<file path="src/rtl/mul_accum.sv">
// Accumulates fixed-latency multiplier products into saturating dot-products,
// tracking product validity with a delay line matched to the multiplier latency.
module mul_accum #(
  parameter int MUL_LAT = 2,
  parameter int N_TERMS = 8,
  parameter int ACC_W   = 40
) (
  input  logic             clk,
  input  logic             reset,
  input  logic             in_valid,
  input  logic             flush,
  input  logic [31:0]      prod,
  output logic             out_valid,
  output logic [ACC_W-1:0] out_acc,
  output logic [7:0]       out_count,
  output logic             out_sat,
  output logic             busy
);

  localparam logic [8:0] N_LAST = 9'(N_TERMS);

  logic [MUL_LAT-1:0] vld_q, vld_d;
  logic [MUL_LAT-1:0] own_q, own_d, own_sh;
  logic [ACC_W-1:0]   acc_q, acc_d, out_acc_q, out_acc_d, acc_new;
  logic [7:0]         cnt_q, cnt_d, out_count_q, out_count_d, cnt_new;
  logic               sat_q, sat_d, sat_new;
  logic               pend_q, pend_d;
  logic               out_valid_q, out_valid_d;
  logic               out_sat_q, out_sat_d;
  logic               busy_q, busy_d;
  logic               p_valid, ovf;
  logic [ACC_W:0]     sum;
  logic               flush_req, drain_done, natural_done, done;

  always_comb begin
    p_valid = vld_q[MUL_LAT-1];
    vld_d   = (vld_q << 1) | MUL_LAT'(in_valid);

    sum     = {1'b0, acc_q} + (ACC_W+1)'(prod);
    ovf     = p_valid & sum[ACC_W];
    acc_new = acc_q;
    cnt_new = cnt_q;
    if (p_valid) begin
      acc_new = sum[ACC_W] ? '1 : sum[ACC_W-1:0];
      cnt_new = cnt_q + 8'd1;
    end
    sat_new      = sat_q | ovf;
    natural_done = p_valid && ({1'b0, cnt_new} == N_LAST);

    // own_* marks in-flight products that belong to the dot-product being
    // flushed; products issued while a flush is pending go to the next one.
    own_sh     = (own_q << 1) | MUL_LAT'(in_valid & ~pend_q);
    flush_req  = flush | pend_q;
    drain_done = flush_req & ~(|own_sh);
    done       = natural_done | drain_done;

    own_d  = drain_done ? vld_d : own_sh;
    pend_d = flush_req & ~drain_done;

    acc_d = done ? '0    : acc_new;
    cnt_d = done ? 8'd0  : cnt_new;
    sat_d = done ? 1'b0  : sat_new;

    out_valid_d = done;
    out_acc_d   = done ? acc_new : out_acc_q;
    out_count_d = done ? cnt_new : out_count_q;
    out_sat_d   = done ? sat_new : out_sat_q;

    busy_d = (|vld_d) | (cnt_d != 8'd0) | pend_d;
  end

  always_ff @(posedge clk) begin
    if (reset) begin
      vld_q       <= '0;
      own_q       <= '0;
      acc_q       <= '0;
      cnt_q       <= '0;
      sat_q       <= 1'b0;
      pend_q      <= 1'b0;
      out_valid_q <= 1'b0;
      out_acc_q   <= '0;
      out_count_q <= '0;
      out_sat_q   <= 1'b0;
      busy_q      <= 1'b0;
    end else begin
      vld_q       <= vld_d;
      own_q       <= own_d;
      acc_q       <= acc_d;
      cnt_q       <= cnt_d;
      sat_q       <= sat_d;
      pend_q      <= pend_d;
      out_valid_q <= out_valid_d;
      out_acc_q   <= out_acc_d;
      out_count_q <= out_count_d;
      out_sat_q   <= out_sat_d;
      busy_q      <= busy_d;
    end
  end

  assign out_valid = out_valid_q;
  assign out_acc   = out_acc_q;
  assign out_count = out_count_q;
  assign out_sat   = out_sat_q;
  assign busy      = busy_q;

endmodule

</file>
<file path="config.mk">
export PLATFORM = sky130hd
export DESIGN_NAME = mul_accum
export DESIGN_NICKNAME = d
export VERILOG_FILES = /design/src/rtl/mul_accum.sv
export SDC_FILE = /design/constraint.sdc
export NUM_CORES = 1
export LEC_CHECK = 0
export CAP_MARGIN = 30
export CORE_MARGIN = 10
export CORE_UTILIZATION = 50
export CTS_BUF_LIST = sky130_fd_sc_hd__clkbuf_16
export DETAILED_ROUTE_END_ITERATION = 8
export PLACE_DENSITY_LB_ADDON = 0.05
export SYNTH_ARGS = -nofsm -noshare
export SYNTH_HDL_FRONTEND = slang
export SYNTH_SLANG_ARGS = --single-unit
</file>
<file path="constraint.sdc">
create_clock -name clk -period 4.6 [get_ports clk]
set_input_delay 0.46 -clock clk [delete_from_list [all_inputs] [get_ports clk]]
set_output_delay 0.46 -clock clk [all_outputs]
set_load 0.03 [all_outputs]
</file>
Word level (Yosys, flattened, before mapping)
Cells that the tools add are included.
Word-level totals
  register bits after elaboration: 104
  input bits: 36
  output and inout port bits: 51
  word-level logic and storage cells: 38
Cells by class
  add/subtract/negate cells: 2
  eq/ne operators: 1
  multiplexer cells: 5
  bitwise logic cells: 14
  reductions and logical operators: 5
Operator list (count)
  40-bit two-way mux: 2
  40-bit by 32-bit adder with 41-bit output: 1
  8-bit two-way mux: 2
  8-bit by 1-bit adder with 8-bit output (second input constant): 1
  8-bit by 4-bit equality test with 1-bit output (second input constant): 1
  8-bit nonzero test: 1
  2-bit OR reduction: 3
  1-bit bitwise OR: 5
  1-bit AND: 3
  1-bit by 2-bit AND with 2-bit output: 1
  1-bit inverter: 2
  1-bit inverter with 2-bit output: 1
  2-bit by 1-bit bitwise OR with 2-bit output: 1
  2-bit bitwise OR: 1
  1-bit logical AND: 1
  1-bit two-way mux: 1

Depth between registers and ports, before layout
Gate-level depths: netlist (run 1).
  word-level depth: 11
  mapped depth: 11
  depth with buffers taken out: 10

Least setup slack after synthesis (run 1)
No wires, ideal clock.
  kind: in2reg
  start point: in prod[17]
  end point: reg out_acc_q[33], in the netlist out_acc[33]
  arrival: 2.652 ns
  required time: 4.497 ns
  setup slack: 1.845 ns
  stages on the path: 10
  buffers on the path: 1
  path through: ha_1 buf_2 nand4_2 or4_4 a2bb2oi_2 o21a_1 or3_1 o21ai_2 nor3_1 a2111oi_2
On the way
  longest elaborated chain between the ends: 3
RTL lines
  start, declared: line 12  | input logic [31:0] prod,
  40-bit by 32-bit adder with 41-bit output: line 39  | sum = {1'b0, acc_q} + (ACC_W+1)'(prod);
  40-bit two-way mux: line 44  | acc_new = sum[ACC_W] ? '1 : sum[ACC_W-1:0];
  40-bit two-way mux: line 43  | if (p_valid) begin
  end signal, assigned: line 93  | out_acc_q <= out_acc_d;
  end, declared: line 24  | logic [ACC_W-1:0] acc_q, acc_d, out_acc_q, out_acc_d, acc_new;
No other way between the ends.
A chain may end at the register's enable or synchronous reset.

Worst setup path after layout (run 1)
  start point: in prod[27]
  end point: reg out_acc_q[15], in the netlist out_acc[15]
Same word-level chain as after synthesis.

==> results.txt, run 1 <==
Post-synth top flop -> dfxtp_1
drc violations -> 0
status -> completed
Tmin final -> 3.505 ns
initial antenna violation count -> 0
CTS Sinks -> 104
sequential share of the synthesized area -> 35.28%
largest cells by area after synthesis -> dfxtp_1 (35%), ha_1 (7.0%), nor2_1 (6.0%)
ratio of cells with drive above 1 in the final layout -> 5.486%
endpoints failing setup -> 0
starting density of the core -> 51.46%
CTS clk-pin slew, worst paths -> 0.08 ns
post-route ant nets -> 0
H-Tree Depth -> 3
PortBufs -> 86
Wirelength per Cell -> 18.40 microns
vias in the first global route -> 5548
Max stage delay on crit path -> 0.56 ns
# rows -> 39
CTS tree -> yes
Finished Layout Cells -> 945
clock skew -> 0.008631 ns
synthesized cell area -> 5901 sq um
placed cells -> 929
fillers -> 1029
Yosys reg bits -> 104
cells along the critical path -> clkdlybuf4s50_1 -> ha_1 -> a21oi_1 -> o21ai_1 -> a311o_1 -> a21o_1 -> a22oi_1 -> nand3_2 -> nor4_1 -> o41ai_1
area of the multi-input gates -> 3575 sq um
Worst-Skew Late Latency -> 0.36 ns
antenna cells -> 0
Netlist cell types -> 68
area added between synthesis and finish -> 20.82%
Clock Tree Buf Depth -> 2
Post-Place Setup Slack -> 0.7628 ns
Placed Area -> 6828 sq um
async set or reset register ratio after synthesis -> 0%
share of power burned in the clock network -> 35.8%
Tcrit/Tclk final -> 76.19%
RD Place Congestion -> 0.9377
RSZ-0062 raised after global routing -> false
Root Driver -> clkbuf_16
Post-synth EDFFs -> 0
critical path required time -> 4.82 ns
max-slew violation count -> 0
Post-CTS Setup Bufs -> 0
Via density -> 6.011
total CTS buffers -> 9
crit path kind -> in -> reg
crit path DAT -> 3.73 ns
fmax -> 285.3 MHz
post-detail-place hpwl -> 12650 microns
# IOs -> 87
worst setup margin -> 1.095 ns
die area -> 16550 sq um
type of origin of the critical path -> primary input
Setup TNS -> 0 ns
largest net degree at the start of global routing -> 54
vias -> 5680
Pwr Total -> 2.236 mW
GRT Util Overall -> 20.61%
worst reg2reg setup slack -> 1.15 ns
final hold viol count -> 0
CP Capture Type -> flop
# Max-Cap Violations -> 0
Power Internal -> 1.552 mW
part of the power in combinational logic -> 21.2%
first-pass GRT wire length -> 28040 microns
net count after synthesis -> 802
drt initial violations -> 475
Peak VDD IR -> 309.6 uV
DRT Pass-1 Iters -> 7
grt ovf -> 0
Nets -> 867
worst slew pin tran -> 0.9583 ns
FF/Latch Area -> 2083 sq um
Max-slew headroom -> 35.89%
Die Ht -> 128.6 microns
PwrDens -> 313.7 nW/um^2
Max FO, Critical Path -> 28
core area -> 11470 sq um
Sw Share -> 30.60%
Syn Area/Cell -> 8.061 sq um
min-delay worst type -> in -> reg
cts hold-fix bufs -> 0
switching power total -> 0.6843 mW
sequential power share -> 43.1%
post-CTS sizing -> 0
slowest CP cell -> nor4_1
P_leak -> 2.656 nW
post-synth top area cell -> dfxtp_1
share of the synthesized area in the top cell type -> 35.28%
Cells after Synth -> 732
chip width -> 128.6 microns
post-layout instance area -> 7129 sq um
YS warnings -> 0
WL final -> 17390 microns
[cell usage in the layout (no fill, tap or decap), types with 5 or more instances in the layout]
cell type        instances
clkbuf_16                9
o211ai_1                 8
o221ai_1                 6
nor2_1                  93
nor2b_1                  5
a21o_1                   7
nand4_1                 13
and3_1                   7
o31ai_1                 11
o21ai_0                 33
nand3b_1                12
ha_1                    33
xnor2_1                 17
o41ai_1                  8
a211oi_1                18
inv_1                   20
dfxtp_1                103
a21oi_1                 64
buf_4                    8
nor3_1                  33
or3_1                    9
nand3_1                 13
o21a_1                   5
a31oi_1                  8
nand2_1                 72
clkdlybuf4s50_1         85
xor2_1                  17
a311oi_1                14
[kinds of logic after synthesis]
logic type / count (synthesis) / share of synthesized area, %
and+or+nand+nor: 274 / 21.69
AOI/OAI and AO/OA: 221 / 25.59
DFF: 104 / 35.28
buffers and inverters: 60 / 4.177
xor gates and xnor gates: 34 / 5.047
adders and majority gates: 34 / 7.337
muxes: 5 / 0.8694
[registers in the layout, indices dropped and copies added, names as in the netlist]
name / cells
acc_q: 40
busy: 1
cnt_q: 8
out_acc: 40
out_count: 8
out_sat: 1
out_valid: 1
own_q: 1
pend_q: 1
sat_q: 1
vld_q: 2
[worst paths after layout]
check / from / endpoint / depth (start not counted)
hold reg to reg: out_acc[32] / out_acc[32] / 2
setup / recovery: prod[27] / out_acc[15] / 10
hold / removal: reset / out_acc[33] / 2
setup reg to reg: vld_q[1] / out_acc[13] / 6
[worst max-delay path: cells and delay by family]
kind	cells	cell delay (ns)
compound gates	6	1.34
simple gates	2	1.10
fa+ha+maj	1	0.39
buf+inv	1	0.40
[metrics by stage]
step / hold WS (ns) / util [%]
after global routing: 0.3638 / 62.17
after global placement: 0.4348 / 59.54
after floorplan: 0.4337 / -
after detailed placement: 0.4442 / 59.54
after CTS: 0.3468 / 62.17
final: 0.3480 / 62.17
[synth_stat cells, types with 3 or more instances]
cell and count:
mux2i_1 4, nor2_1 94, a22oi_1 3, buf_2 14, o21a_1 5, or3_1 9
a21o_1 7, nand4_1 13, xnor2_1 17, o22ai_1 4, a31oi_1 8, a311oi_1 14
nand3_1 13, o41ai_1 8, a211oi_1 18, o221ai_1 6, o21ai_1 3, dfxtp_1 104
nand2_1 72, o211ai_1 8, o21ai_0 33, nand2b_1 4, inv_1 20, a21oi_1 64
o31ai_1 11, nor3_1 33, ha_1 33, nor2b_1 5, clkbuf_1 23, and3_1 7
nand3b_1 12, xor2_1 17
[routing by layer]
metal | up-vias | global-route usage [%] | share of wire (%)
met3 | 27 | 4.641 | 5.7
met2 | 174 | 34.64 | 48
li1 | 2817 | - | -
met4 | 0 | 6.811 | 2.0
met5 | - | 0 | 0
met1 | 2662 | 25.54 | 45
[layout make-up]
cell class | count | area share, %
Clock buffer | 9 | 3.159
Clock inverter | 7 | 1.071
Inverter | 20 | 1.053
Multi-Input combinational cell | 568 | 50.14
Sequential cell | 104 | 29.22
Tap cell | 143 | 2.510
Timing Repair Buffer | 94 | 12.85
[power groups by stage]
| stage | Sequential, mW | Clock [mW] | Combinational (mW) |
|---|---|---|---|
| after floorplan | 1.03 | 0 | 0.260 |
| after global placement | 0.982 | 0 | 0.465 |
| after detailed placement | 0.984 | 0 | 0.471 |
| after CTS | 0.963 | 0.809 | 0.474 |
| after global routing | 0.967 | 0.844 | 0.517 |
| final | 0.963 | 0.800 | 0.473 |
Note: power is estimated with default switching activity, not from simulation.
==> run 2, diff against run 1 <==
==> constraint.sdc (replaced) <==
create_clock -name clk -period 3.4 [get_ports clk]
set_input_delay 0.34 -clock clk [delete_from_list [all_inputs] [get_ports clk]]
set_output_delay 0.34 -clock clk [all_outputs]
set_load 0.03 [all_outputs]
==> run 2 against run 1 <==
Critical path depth is the same. Critical path type unchanged. Combinational power grew 41%. Hold slack gained 0.059 ns. Sequential share of layout area shrank 0.70 points. Total power grew 38%. Setup slack lost 0.66 ns. Register-to-register slack lost 0.66 ns. Wire length grew 3.3%. First-iteration DRC count shrank 18%. Largest cell class unchanged. Utilization grew 1.5 points. Highest routed layer unchanged.
==> results.txt, run 2 (synthesized netlist as in run 1, its figures left out) <==
drt initial violations -> 391
cells along the critical path -> clkdlybuf4s50_1 -> ha_1 -> nand4_2 -> or4_4 -> a2bb2oi_2 -> o21ai_2 -> o211ai_2 -> a2111oi_1 -> a311o_1 -> a21oi_1
max-slew violation count -> 0
Via density -> 6.101
PortBufs -> 86
GRT Util Overall -> 21.70%
min-delay worst type -> in -> reg
Nets -> 885
CTS clk-pin slew, worst paths -> 0.08 ns
# IOs -> 87
Peak VDD IR -> 483.9 uV
Max-slew headroom -> 47.17%
Tmin final -> 2.969 ns
status -> completed
type of origin of the critical path -> primary input
Placed Area -> 6985 sq um
Worst-Skew Late Latency -> 0.37 ns
Finished Layout Cells -> 963
DRT Pass-1 Iters -> 5
Max stage delay on crit path -> 0.58 ns
total CTS buffers -> 9
first-pass GRT wire length -> 29350 microns
CTS tree -> yes
worst slew pin tran -> 0.7925 ns
# Max-Cap Violations -> 0
vias -> 5875
P_leak -> 2.751 nW
worst path bufs/invs -> 1
H-Tree Depth -> 3
RSZ-0062 raised after global routing -> false
die area -> 16550 sq um
Largest delay share family, worst path -> compound AO/OA/AOI/OAI gates
endpoints failing setup -> 0
fmax -> 336.8 MHz
CTS Sinks -> 104
Tcrit/Tclk final -> 87.33%
ratio of cells with drive above 1 in the final layout -> 7.561%
post-layout instance area -> 7305 sq um
clock skew -> 0.007733 ns
critical path required time -> 3.63 ns
initial antenna violation count -> 0
starting density of the core -> 51.46%
WL final -> 17950 microns
commonest cells after routing, fill and taps aside -> dfxtp_1 (103), nor2_1 (94), clkdlybuf4s50_1 (85)
placed cells -> 947
Pwr Total -> 3.097 mW
drc violations -> 0
vias in the first global route -> 5758
CP Capture Type -> flop
Post-CTS Setup Bufs -> 0
cts hold-fix bufs -> 0
Max FO, Critical Path -> 9
slowest CP cell -> or4_4
grt ovf -> 0
antenna cells -> 0
post-route ant nets -> 0
RD Place Congestion -> 0.8787
crit path DAT -> 3.20 ns
Clock Tree Buf Depth -> 2
PwrDens -> 424.0 nW/um^2
most common cell after layout, fill and taps aside -> dfxtp_1
post-detail-place hpwl -> 13370 microns
# rows -> 39
Root Driver -> clkbuf_16
largest net degree at the start of global routing -> 51
worst reg2reg setup slack -> 0.49 ns
core area -> 11470 sq um
crit path kind -> in -> reg
Die Ht -> 128.6 microns
chip width -> 128.6 microns
post-CTS sizing -> 0
Wirelength per Cell -> 18.64 microns
area added between synthesis and finish -> 23.79%
final hold viol count -> 0
Setup TNS -> 0 ns
run 2: per-stage QoR:
step,hold slack [ns],util [%],setup slack (ns)
6_report,0.4070,63.70,0.4307
3_3_place_gp,0.4383,60.92,0.1430
5_1_grt,0.4060,63.70,0.2479
4_1_cts,0.3955,63.70,0.4608
3_5_place_dp,0.4382,60.92,0.09421
2_1_floorplan,0.4337,-,0.7647
run 2: worst paths after layout:
check	startpoint	endpoint	depth (start not counted)
worst max-delay path	prod[16]	out_acc[32]	10
worst min-delay path	reset	out_acc[10]	2
worst max register to register	cnt_q[0]	acc_q[26]	9
worst min register to register	out_acc[18]	out_acc[18]	2
run 2: power breakdown:
| group | internal (mW) | switching (mW) |
|---|---|---|
| clock network | 0.594 | 0.532 |
| logic | 0.267 | 0.401 |
| registers | 1.27 | 0.0320 |
run 2: worst register-to-register path, stage by stage, from the launching register on:
cell and delay [ns]:
dfxtp_1 0.42, ha_1 0.19, and3_1 0.25, nor2_1 0.06, mux2i_1 0.17, a2bb2oi_1 0.40, o41a_1 0.64, nand2b_1 0.15
buf_4 0.27, a211oi_1 0.25
run 2: cell type report:
type | instances | area [sq um]
clock buffers | 9 | 225.2
clock inverters | 7 | 93.84
fillers | 1026 | 4163
inverters | 20 | 75.07
multi-input cells | 568 | 3572
flip-flops and latches | 104 | 2083
well taps | 143 | 178.9
repair buffers | 112 | 1076
run 2: per-layer routing:
layer	GRT usage [%]	part of all wire, %
met1	26.66	43
met2	36.49	48
met3	5.585	7.0
met4	6.680	2.1
met5	0	0
==> run 3, diff against run 2 <==
==> constraint.sdc (replaced) <==
create_clock -name clk -period 3.65 [get_ports clk]
set_input_delay 0.73 -clock clk [delete_from_list [all_inputs] [get_ports clk]]
set_output_delay 0.73 -clock clk [all_outputs]
set_load 0.03 [all_outputs]
==> run 3 against run 2 <==
Clock power shrank 17%. Non-clock buffer count grew 15. Hold slack gained 0.052 ns. Utilization grew 0.67 points. Register-to-register slack gained 0.30 ns. Via count shrank 0.54%. Clock-buffer cell count is the same. Sequential power shrank 7%. Setup slack lost 0.13 ns. Cell count grew 1.6%. Largest cell class unchanged.
==> results.txt, run 3 (synthesized netlist as in run 1, its figures left out) <==
status -> completed
CTS tree -> yes
max-slew violation count -> 0
RSZ-0062 raised after global routing -> false
Peak VDD IR -> 399.9 uV
largest net degree at the start of global routing -> 51
Tmin final -> 3.347 ns
Max FO, Critical Path -> 5
H-Tree Depth -> 3
worst path bufs/invs -> 1
fmax -> 298.8 MHz
fillers -> 1014
drt initial violations -> 482
Die Ht -> 128.6 microns
Tcrit/Tclk final -> 91.69%
PortBufs -> 86
Wirelength per Cell -> 17.98 microns
WL final -> 17580 microns
drc violations -> 0
core area -> 11470 sq um
CP Capture Type -> flop
post-detail-place hpwl -> 13240 microns
critical path required time -> 3.88 ns
Root Driver -> clkbuf_16
commonest cells after routing, fill and taps aside -> dfxtp_1 (103), nor2_1 (93), clkdlybuf4s50_1 (85)
cells along the critical path -> clkdlybuf4s50_1 -> ha_1 -> nand4_2 -> or4_4 -> a2bb2oi_2 -> o21a_1 -> a21boi_0 -> or3_1 -> a21oi_1 -> o41ai_1
cts hold-fix bufs -> 0
Worst-Skew Late Latency -> 0.36 ns
initial antenna violation count -> 0
# Max-Cap Violations -> 0
vias in the first global route -> 5759
clock skew -> 0.008153 ns
final hold viol count -> 0
slowest CP cell -> or4_4
# rows -> 39
min-delay worst type -> reg -> reg
post-layout instance area -> 7381 sq um
crit path kind -> in -> reg
starting density of the core -> 51.46%
first-pass GRT wire length -> 28960 microns
DRT Pass-1 Iters -> 5
Post-CTS Setup Bufs -> 0
grt ovf -> 0
post-route ant nets -> 0
vias -> 5843
area added between synthesis and finish -> 25.08%
Nets -> 900
Largest delay share family, worst path -> compound AO/OA/AOI/OAI gates
post-CTS sizing -> 0
Clock Tree Buf Depth -> 2
type of origin of the critical path -> primary input
Max-slew headroom -> 39.38%
antenna cells -> 0
RD Place Congestion -> 0.8954
most common cell after layout, fill and taps aside -> dfxtp_1
Pwr Total -> 2.781 mW
Placed Area -> 7101 sq um
CTS Sinks -> 104
worst slew pin tran -> 0.9083 ns
endpoints failing setup -> 0
chip width -> 128.6 microns
post-layout util -> 64.36%
die area -> 16550 sq um
CTS clk-pin slew, worst paths -> 0.07 ns
# IOs -> 87
crit path DAT -> 3.58 ns
total CTS buffers -> 9
P_leak -> 2.806 nW
ratio of cells with drive above 1 in the final layout -> 9.222%
Setup TNS -> 0 ns
PwrDens -> 376.7 nW/um^2
GRT Util Overall -> 21.31%
Via density -> 5.974
Max stage delay on crit path -> 0.58 ns
[run 3: where the power goes]
group / internal, mW / switching [mW]
Combinational: 0.258 / 0.371
Sequential: 1.18 / 0.0296
Clock: 0.471 / 0.467
[run 3: per-layer routing]
metal / global-route usage, % / vias up / part of all wire [%]
met2: 35.87 / 164 / 48
met4: 6.287 / 0 / 1.4
met5: 0 / - / 0
met1: 26.32 / 2757 / 44
met3: 5.339 / 23 / 6.6
li1: - / 2899 / -
[run 3: cell type report]
| class | count | area [sq um] | area share, % |
|---|---|---|---|
| Tap cell | 143 | 178.9 | 2.424 |
| Multi-Input combinational cell | 568 | 3575 | 48.43 |
| Clock inverter | 7 | 55.05 | 0.7459 |
| Inverter | 20 | 75.07 | 1.017 |
| Clock buffer | 9 | 225.2 | 3.051 |
| Sequential cell | 104 | 2083 | 28.23 |
| Timing Repair Buffer | 127 | 1189 | 16.10 |
[run 3: worst paths after layout]
| check | slack [ns] | cells past startpoint | start | end |
|---|---|---|---|---|
| min | 0.46 | 2 | out_acc[19] | out_acc[19] |
| min reg2reg | 0.46 | 2 | out_acc[19] | out_acc[19] |
| max reg2reg | 0.79 | 9 | acc_q[14] | out_acc[28] |
| max | 0.30 | 10 | prod[18] | out_acc[28] |
[run 3: through the flow]
stage | cells | hold WS [ns] | setup WS (ns)
6_report | 978 | 0.4595 | 0.3032
5_1_grt | 978 | 0.4786 | 0.08060
4_1_cts | 978 | 0.4612 | 0.3271
3_5_place_dp | 962 | 0.4435 | -0.007810
3_3_place_gp | 962 | 0.4381 | 0.01474
2_1_floorplan | 732 | 0.4337 | 0.6247
[run 3: worst reg2reg max path: cells and delay by family, from the launching register on]
kind            cells  cell delay, ns
flops               1            0.33
compound gates      5            1.11
fa+ha+maj           1            0.46
simple gates        3            0.84
